$ cat config.mk
export PLATFORM = sky130hd
export DESIGN_NAME = vec_memory_bus_fifo
export DESIGN_NICKNAME = d
export VERILOG_FILES = /design/src/rtl/vec_memory_bus_fifo.sv
export SDC_FILE = /design/constraint.sdc
export NUM_CORES = 1
export LEC_CHECK = 0
export CAP_MARGIN = 20
export CORE_MARGIN = 2
export CORE_UTILIZATION = 54
export DETAILED_ROUTE_END_ITERATION = 16
export PLACE_DENSITY = 0.83
export SLEW_MARGIN = 40
export SYNTH_ARGS = -nofsm -noshare
export SYNTH_HDL_FRONTEND = slang
export SYNTH_SLANG_ARGS = --single-unit
$ cat constraint.sdc
create_clock -name clk -period 6.5 [get_ports clk]
set_input_delay 0.975 -clock clk [delete_from_list [all_inputs] [get_ports clk]]
set_output_delay 0.975 -clock clk [all_outputs]
set_load 0.01 [all_outputs]
$ cat src/rtl/vec_memory_bus_fifo.sv
// vec_memory_bus_fifo: two independent packet FIFOs, one for requests
// (read/write) and one for responses (read_response/write_response).
// Packet layout, MSB first: {type[1:0], source[ID_W-1:0], address, payload}.
// Packets whose type does not belong on a channel are dropped, and they set
// the sticky type_err flag.
// Optional feature: define VEC_MEMORY_BUS_BYPASS_EN to let a packet fall
// through an empty FIFO combinationally. When the macro is undefined there is
// one cycle of latency and no in-to-out combinational path.
module vec_memory_bus_fifo #(
  parameter int DATA_W = 64,
  parameter int ID_W   = 4,
  parameter int DEPTH  = 4,
  localparam int PKT_W = 2 + ID_W + 2 * DATA_W,
  localparam int CW    = $clog2(DEPTH) + 1
) (
  input  logic             clk,
  input  logic             reset,
  input  logic             req_in_valid,
  input  logic [PKT_W-1:0] req_in_pkt,
  output logic             req_in_ready,
  output logic             req_out_valid,
  output logic [PKT_W-1:0] req_out_pkt,
  input  logic             req_out_ready,
  input  logic             rsp_in_valid,
  input  logic [PKT_W-1:0] rsp_in_pkt,
  output logic             rsp_in_ready,
  output logic             rsp_out_valid,
  output logic [PKT_W-1:0] rsp_out_pkt,
  input  logic             rsp_out_ready,
  output logic [CW-1:0]    req_count,
  output logic [CW-1:0]    rsp_count,
  output logic             type_err
);

  localparam int AW = $clog2(DEPTH);

  // Per-channel views of the ports: index 0 is the request side, index 1 is
  // the response side.
  logic             in_valid_w  [2];
  logic [PKT_W-1:0] in_pkt_w    [2];
  logic             in_ready_w  [2];
  logic             out_valid_w [2];
  logic [PKT_W-1:0] out_pkt_w   [2];
  logic             out_ready_w [2];
  logic [CW-1:0]    count_w     [2];
  logic             err_w       [2];

  assign in_valid_w[0]  = req_in_valid;
  assign in_pkt_w[0]    = req_in_pkt;
  assign out_ready_w[0] = req_out_ready;
  assign in_valid_w[1]  = rsp_in_valid;
  assign in_pkt_w[1]    = rsp_in_pkt;
  assign out_ready_w[1] = rsp_out_ready;

  assign req_in_ready  = in_ready_w[0];
  assign req_out_valid = out_valid_w[0];
  assign req_out_pkt   = out_pkt_w[0];
  assign req_count     = count_w[0];
  assign rsp_in_ready  = in_ready_w[1];
  assign rsp_out_valid = out_valid_w[1];
  assign rsp_out_pkt   = out_pkt_w[1];
  assign rsp_count     = count_w[1];
  assign type_err      = err_w[0] | err_w[1];

  genvar gi;
  generate
    for (gi = 0; gi < 2; gi++) begin : g_chan
      // The type MSB selects the channel: it is 0 for read/write and 1 for
      // the two response types.
      localparam logic RSP_SIDE = (gi == 1);

      logic [PKT_W-1:0] mem [DEPTH];
      logic [AW-1:0]    wr_ptr_reg;
      logic [AW-1:0]    rd_ptr_reg;
      logic [CW-1:0]    count_reg;
      logic             err_reg;

      logic legal;
      logic empty;
      logic full;
      logic accept;
      logic push;
      logic pop;
      logic bad;

      assign legal  = (in_pkt_w[gi][PKT_W-1] == RSP_SIDE);
      assign empty  = (count_reg == '0);
      assign full   = (count_reg == CW'(DEPTH));
      assign accept = in_valid_w[gi] && !full;
      assign bad    = accept && !legal;

`ifdef VEC_MEMORY_BUS_BYPASS_EN
      logic bypass;
      // A legal packet offered to an empty FIFO is shown straight away. If the
      // consumer takes it in the same cycle, it is never written to storage.
      assign bypass          = empty && in_valid_w[gi] && legal;
      assign out_valid_w[gi] = !empty || bypass;
      assign out_pkt_w[gi]   = empty ? in_pkt_w[gi] : mem[rd_ptr_reg];
      assign pop             = !empty && out_ready_w[gi];
      assign push            = accept && legal && !(bypass && out_ready_w[gi]);
`else
      assign out_valid_w[gi] = !empty;
      assign out_pkt_w[gi]   = mem[rd_ptr_reg];
      assign pop             = !empty && out_ready_w[gi];
      assign push            = accept && legal;
`endif

      assign in_ready_w[gi] = !full;
      assign count_w[gi]    = count_reg;
      assign err_w[gi]      = err_reg;

      // Write the accepted packet into storage. The storage has no reset
      // because valid data is tracked by the pointers and the count.
      always_ff @(posedge clk) begin
        if (push) begin
          mem[wr_ptr_reg] <= in_pkt_w[gi];
        end
      end

      // Update the pointers, the occupancy and the sticky illegal-type flag.
      // Reset takes priority over any push or pop in the same cycle.
      always_ff @(posedge clk) begin
        if (reset) begin
          wr_ptr_reg <= '0;
          rd_ptr_reg <= '0;
          count_reg  <= '0;
          err_reg    <= 1'b0;
        end else begin
          if (push) begin
            wr_ptr_reg <= wr_ptr_reg + AW'(1);
          end
          if (pop) begin
            rd_ptr_reg <= rd_ptr_reg + AW'(1);
          end
          case ({push, pop})
            2'b10:   count_reg <= count_reg + CW'(1);
            2'b01:   count_reg <= count_reg - CW'(1);
            default: count_reg <= count_reg;
          endcase
          if (bad) begin
            err_reg <= 1'b1;
          end
        end
      end
    end
  endgenerate

endmodule

=== Word level (Yosys, flattened, before mapping) ===
Memory sizes are Yosys's and may differ from the RTL's. A register that Yosys moved wholly into a read port is not among the register bits.
Cells that the tools add are included.

* Register bits after elaboration: 16
* RAM bits: 1072
* Output and inout port bits: 279
* Logic and storage cells: 53
* Memories: 2

* Add/subtract/negate cells: 8
* Equality and inequality tests: 6
* Multiplexer cells: 10
* Bitwise gates (word level): 2
* Reductions and logical operators: 17

{| class="wikitable"
|+ Memories
! name !! depth !! width !! read ports !! clocked after memory_dff !! write ports !! line !! text
|-
| g_chan[0].mem || 4 || 134 || 1 || 1 || 1 || 72 || <nowiki>logic [PKT_W-1:0] mem [DEPTH];</nowiki>
|-
| g_chan[1].mem || 4 || 134 || 1 || 1 || 1 || 72 ||
|}

{| class="wikitable"
|+ Operators with widths
! cell !! number
|-
| 3-bit case mux with 2 select lines || 2
|-
| 2-bit by 1-bit adder with 2-bit output (second input constant) || 4
|-
| 1-bit logical AND || 8
|-
| 2-bit 2-to-1 mux || 4
|-
| 3-bit by 1-bit adder with 3-bit output (second input constant) || 2
|-
| 3-bit equality test (second input constant) || 2
|-
| 3-bit zero test || 2
|-
| 3-bit by 1-bit subtractor with 3-bit output (second input constant) || 2
|-
| 1-bit zero test || 5
|-
| 2-bit by 1-bit equality test with 1-bit output (second input constant) || 2
|-
| 2-bit equality test (second input constant) || 2
|-
| 1-bit 2-to-1 mux || 4
|-
| 2-bit nonzero test || 2
|-
| 1-bit NOT || 1
|-
| 1-bit OR || 1
|}

=== Depth between registers and ports, before layout ===
* Word-level depth: 6
* Mapped depth: 10
* Mapped depth without buffers: 9

=== Worst setup path before layout ===
No wires, ideal clock.

* Path kind: input to register
* Start: in req_in_pkt[133]
* End: mem g_chan[0].mem[0][0] (netlist name) (enable)
* Arrival time: 4457 ps
* Path slack: 1533 ps
* Stages on the path: 3
* Cell sequence: nand2b_1 nor2_1 and2_1

* Cells in the longest elaborated chain, start to end: 4

{| class="wikitable"
|+ Ends and longest elaborated chain
! item !! line !! text
|-
| start, declared || 19 || <nowiki>input logic [PKT_W-1:0] req_in_pkt,</nowiki>
|-
| 1-bit NOT || 86 || <nowiki>assign legal = (in_pkt_w[gi][PKT_W-1] == RSP_SIDE);</nowiki>
|-
| 1-bit logical AND || 105 || <nowiki>assign push = accept && legal;</nowiki>
|-
| 1-bit 2-to-1 mux || 115 || <nowiki>if (push) begin</nowiki>
|-
| 1-bit 2-to-1 mux (not written as such) || 116 || <nowiki>mem[wr_ptr_reg] <= in_pkt_w[gi];</nowiki>
|-
| end, declared || 72 ||
|}

Every way passes these cells.

==> reports/results.ini <==
[route]
vias=19448
wl_per_cell_um=31.5
routed_wl_um=101000
drc_errors=0
drtIter0Drc=2284
ant_nets=0
dr.pass1.iters=5
viasPerCell=6.06

[floorplan]
initial_core_util_pct=54.4
rows=99
floorplan.io_pins=553
core_area_um2=72700
die-area_um2=75500
fp.dieH_um=275
die_w_um=275

[global_routing]
met3_usage_pct=8.26
grt_pass1_vias=20358
use_met1_pct=31.5
grt_pass1_wl_um=144000
grt_usage_pct=26.8
grt_max_degree=85
gr-max-usage-layer=met2
gr-total-overflow=0
antenna_found_initial=34
use_met2_pct=45.4

[power]
p_leak_nw=15.6
power.total_mw=18.7
peakVddDrop_v=0.000361
power_density_nw_per_um2=374

[placed_design]
dp_cells=2987
dpl.hpwl_um=60200
post-place-ws_ns=2.80
portBuffers=552
routabilityCongestion=0.788
placed_cell_area_um2=46500

[clocking]
clock_latency_ns=0.68
cts_buffers=106
cts_setup_buffers=0
cts.clk_slew.worst_paths_ns=0.05
holdBufCountCts=0
cts_root_buf=clkbuf_16
cts.sink_count=1092
cts_buffer_depth=3
cts_tree=done
post_cts_resized=0
htree_levels=3

[timing]
relSlewSlack_pct=46.1
final_hold_viol_count=0
fin_ws_ns=2.23
tns_ns=0
setup_viol=0
fin_crit_ns=4.27
whs_ns=0.514
rsz0062_at_grt=no
period_share_pct=65.7
clock.fmax_ghz=0.234
worst_slew_pin_slew_ns=0.808
finalMaxSlewViolations=0
skew_ns=0.0458

[synthesis]
yosysWarnings=0
synthTopCellsByArea=edfxtp_1 (81%), mux4_2 (15%), dfxtp_1 (1.0%)
ys_types=33
synth.avg_cell_area_um2=26.2
synth_nets=1798
syn_inst=1512
synth_top_area_share_pct=81.3
synthesis.area_um2=39600
synth-seq-cells=1092
yosysSeqAreaShare_pct=82.3
synth_area_leader_cell=edfxtp_1

[finish]
final-seq-area_um2=32600
stdcell_count=3208
fin_nets=2424
synthToLayoutAreaGrowth_pct=26.6
largest_reg_flops=1072
multi_input_area_um2=6630
final_cell_area_um2=50100
drive_gt1_share_pct=21.4
fillCellCount=4025
final_core_util_pct=68.9

[worst_setup_path]
required_ns=5.52
cp.arrival_ns=3.30
worstSetupEndpointType=output port
setup.worst_path.class=reg -> out
startpoint_type=flip-flop
path_max_fanout=38

[run_status]
outcome=complete, no violations

[min_path]
hold_class=reg -> reg

[run]
maxCapViolations=0

[kinds of logic after synthesis]
logic type,Yosys count,synth area share [%]
compound gates,15,0.243
xor+xnor,8,0.177
fa+ha+maj,12,0.417
buf+inv,77,0.964
flops,1092,82.3
mux,270,15.3
simple gates,38,0.547
[per-layer routing]
| metal | vias up | routed length [µm] |
|---|---|---|
| met1 | 10143 | 33300 |
| met2 | 1208 | 52000 |
| met4 | 24 | 5150 |
| li1 | 7813 | - |
| met5 | - | 150 |
| met3 | 260 | 10500 |
[critical path: stages (launching register included)]
cell             delay [ns]
dfxtp_4                0.68
buf_12                 0.31
buf_4                  0.54
mux4_2                 0.44
clkdlybuf4s50_1        0.63
[worst paths after layout]
check,startpoint,endpoint,slack [ns],depth (start not counted)
setup / recovery,flip-flop,rsp_out_pkt[79],2.23,4
hold / removal,g_chan[1].err_reg,g_chan[1].err_reg,0.51,2
setup reg to reg,req_count[2],req_count[2],3.65,9
hold reg to reg,g_chan[1].err_reg,g_chan[1].err_reg,0.51,2
[cell usage in the layout (no fill, tap or decap), drive strengths merged, types with 6 or more instances in the layout]
cell type      count
clkinvlp           6
dfxtp             20
inv               17
mux4             268
clkbuf           119
edfxtp          1072
xor2               6
and2               8
nor2              17
diode             24
ha                10
clkdlybuf4s50    551
buf               30
bufinv            13
clkinv            54
[cell usage after synthesis]
library cell  instances
o31ai_1               1
xor2_1                6
ha_1                 10
buf_6                 1
and2_1                5
or2_2                 1
o31a_2                1
o31a_1                1
buf_4                12
xnor2_1               2
buf_1                 1
o311ai_0              2
and2_2                3
or4b_1                1
o21ai_0               3
inv_1                14
nor3b_1               1
mux2_4                1
nor2_1               17
a31oi_1               2
clkbuf_1             17
buf_2                32
mux2i_1               1
and3_4                1
or3b_4                1
fa_1                  2
a21oi_1               5
dfxtp_1              20
or3_2                 2
nand2b_1              3
mux4_2              268
edfxtp_1           1072
or3_1                 3
[area by class of cell]
type                            instances  share of cell area, %
Timing Repair Buffer                  581                   12.1
Inverter                               14                  0.105
Sequential cell                      1092                   65.1
Tap cell                              959                   2.39
Multi-Input combinational cell        343                   13.2
Antenna cell                           24                  0.120
Clock buffer                          119                   5.43
Clock inverter                         76                   1.58
[power breakdown]
part,internal (mW),switching [mW]
Sequential,8.02,0.200
Combinational,2.36,1.97
Clock,3.54,2.64
(Power assumes the default switching activity.)
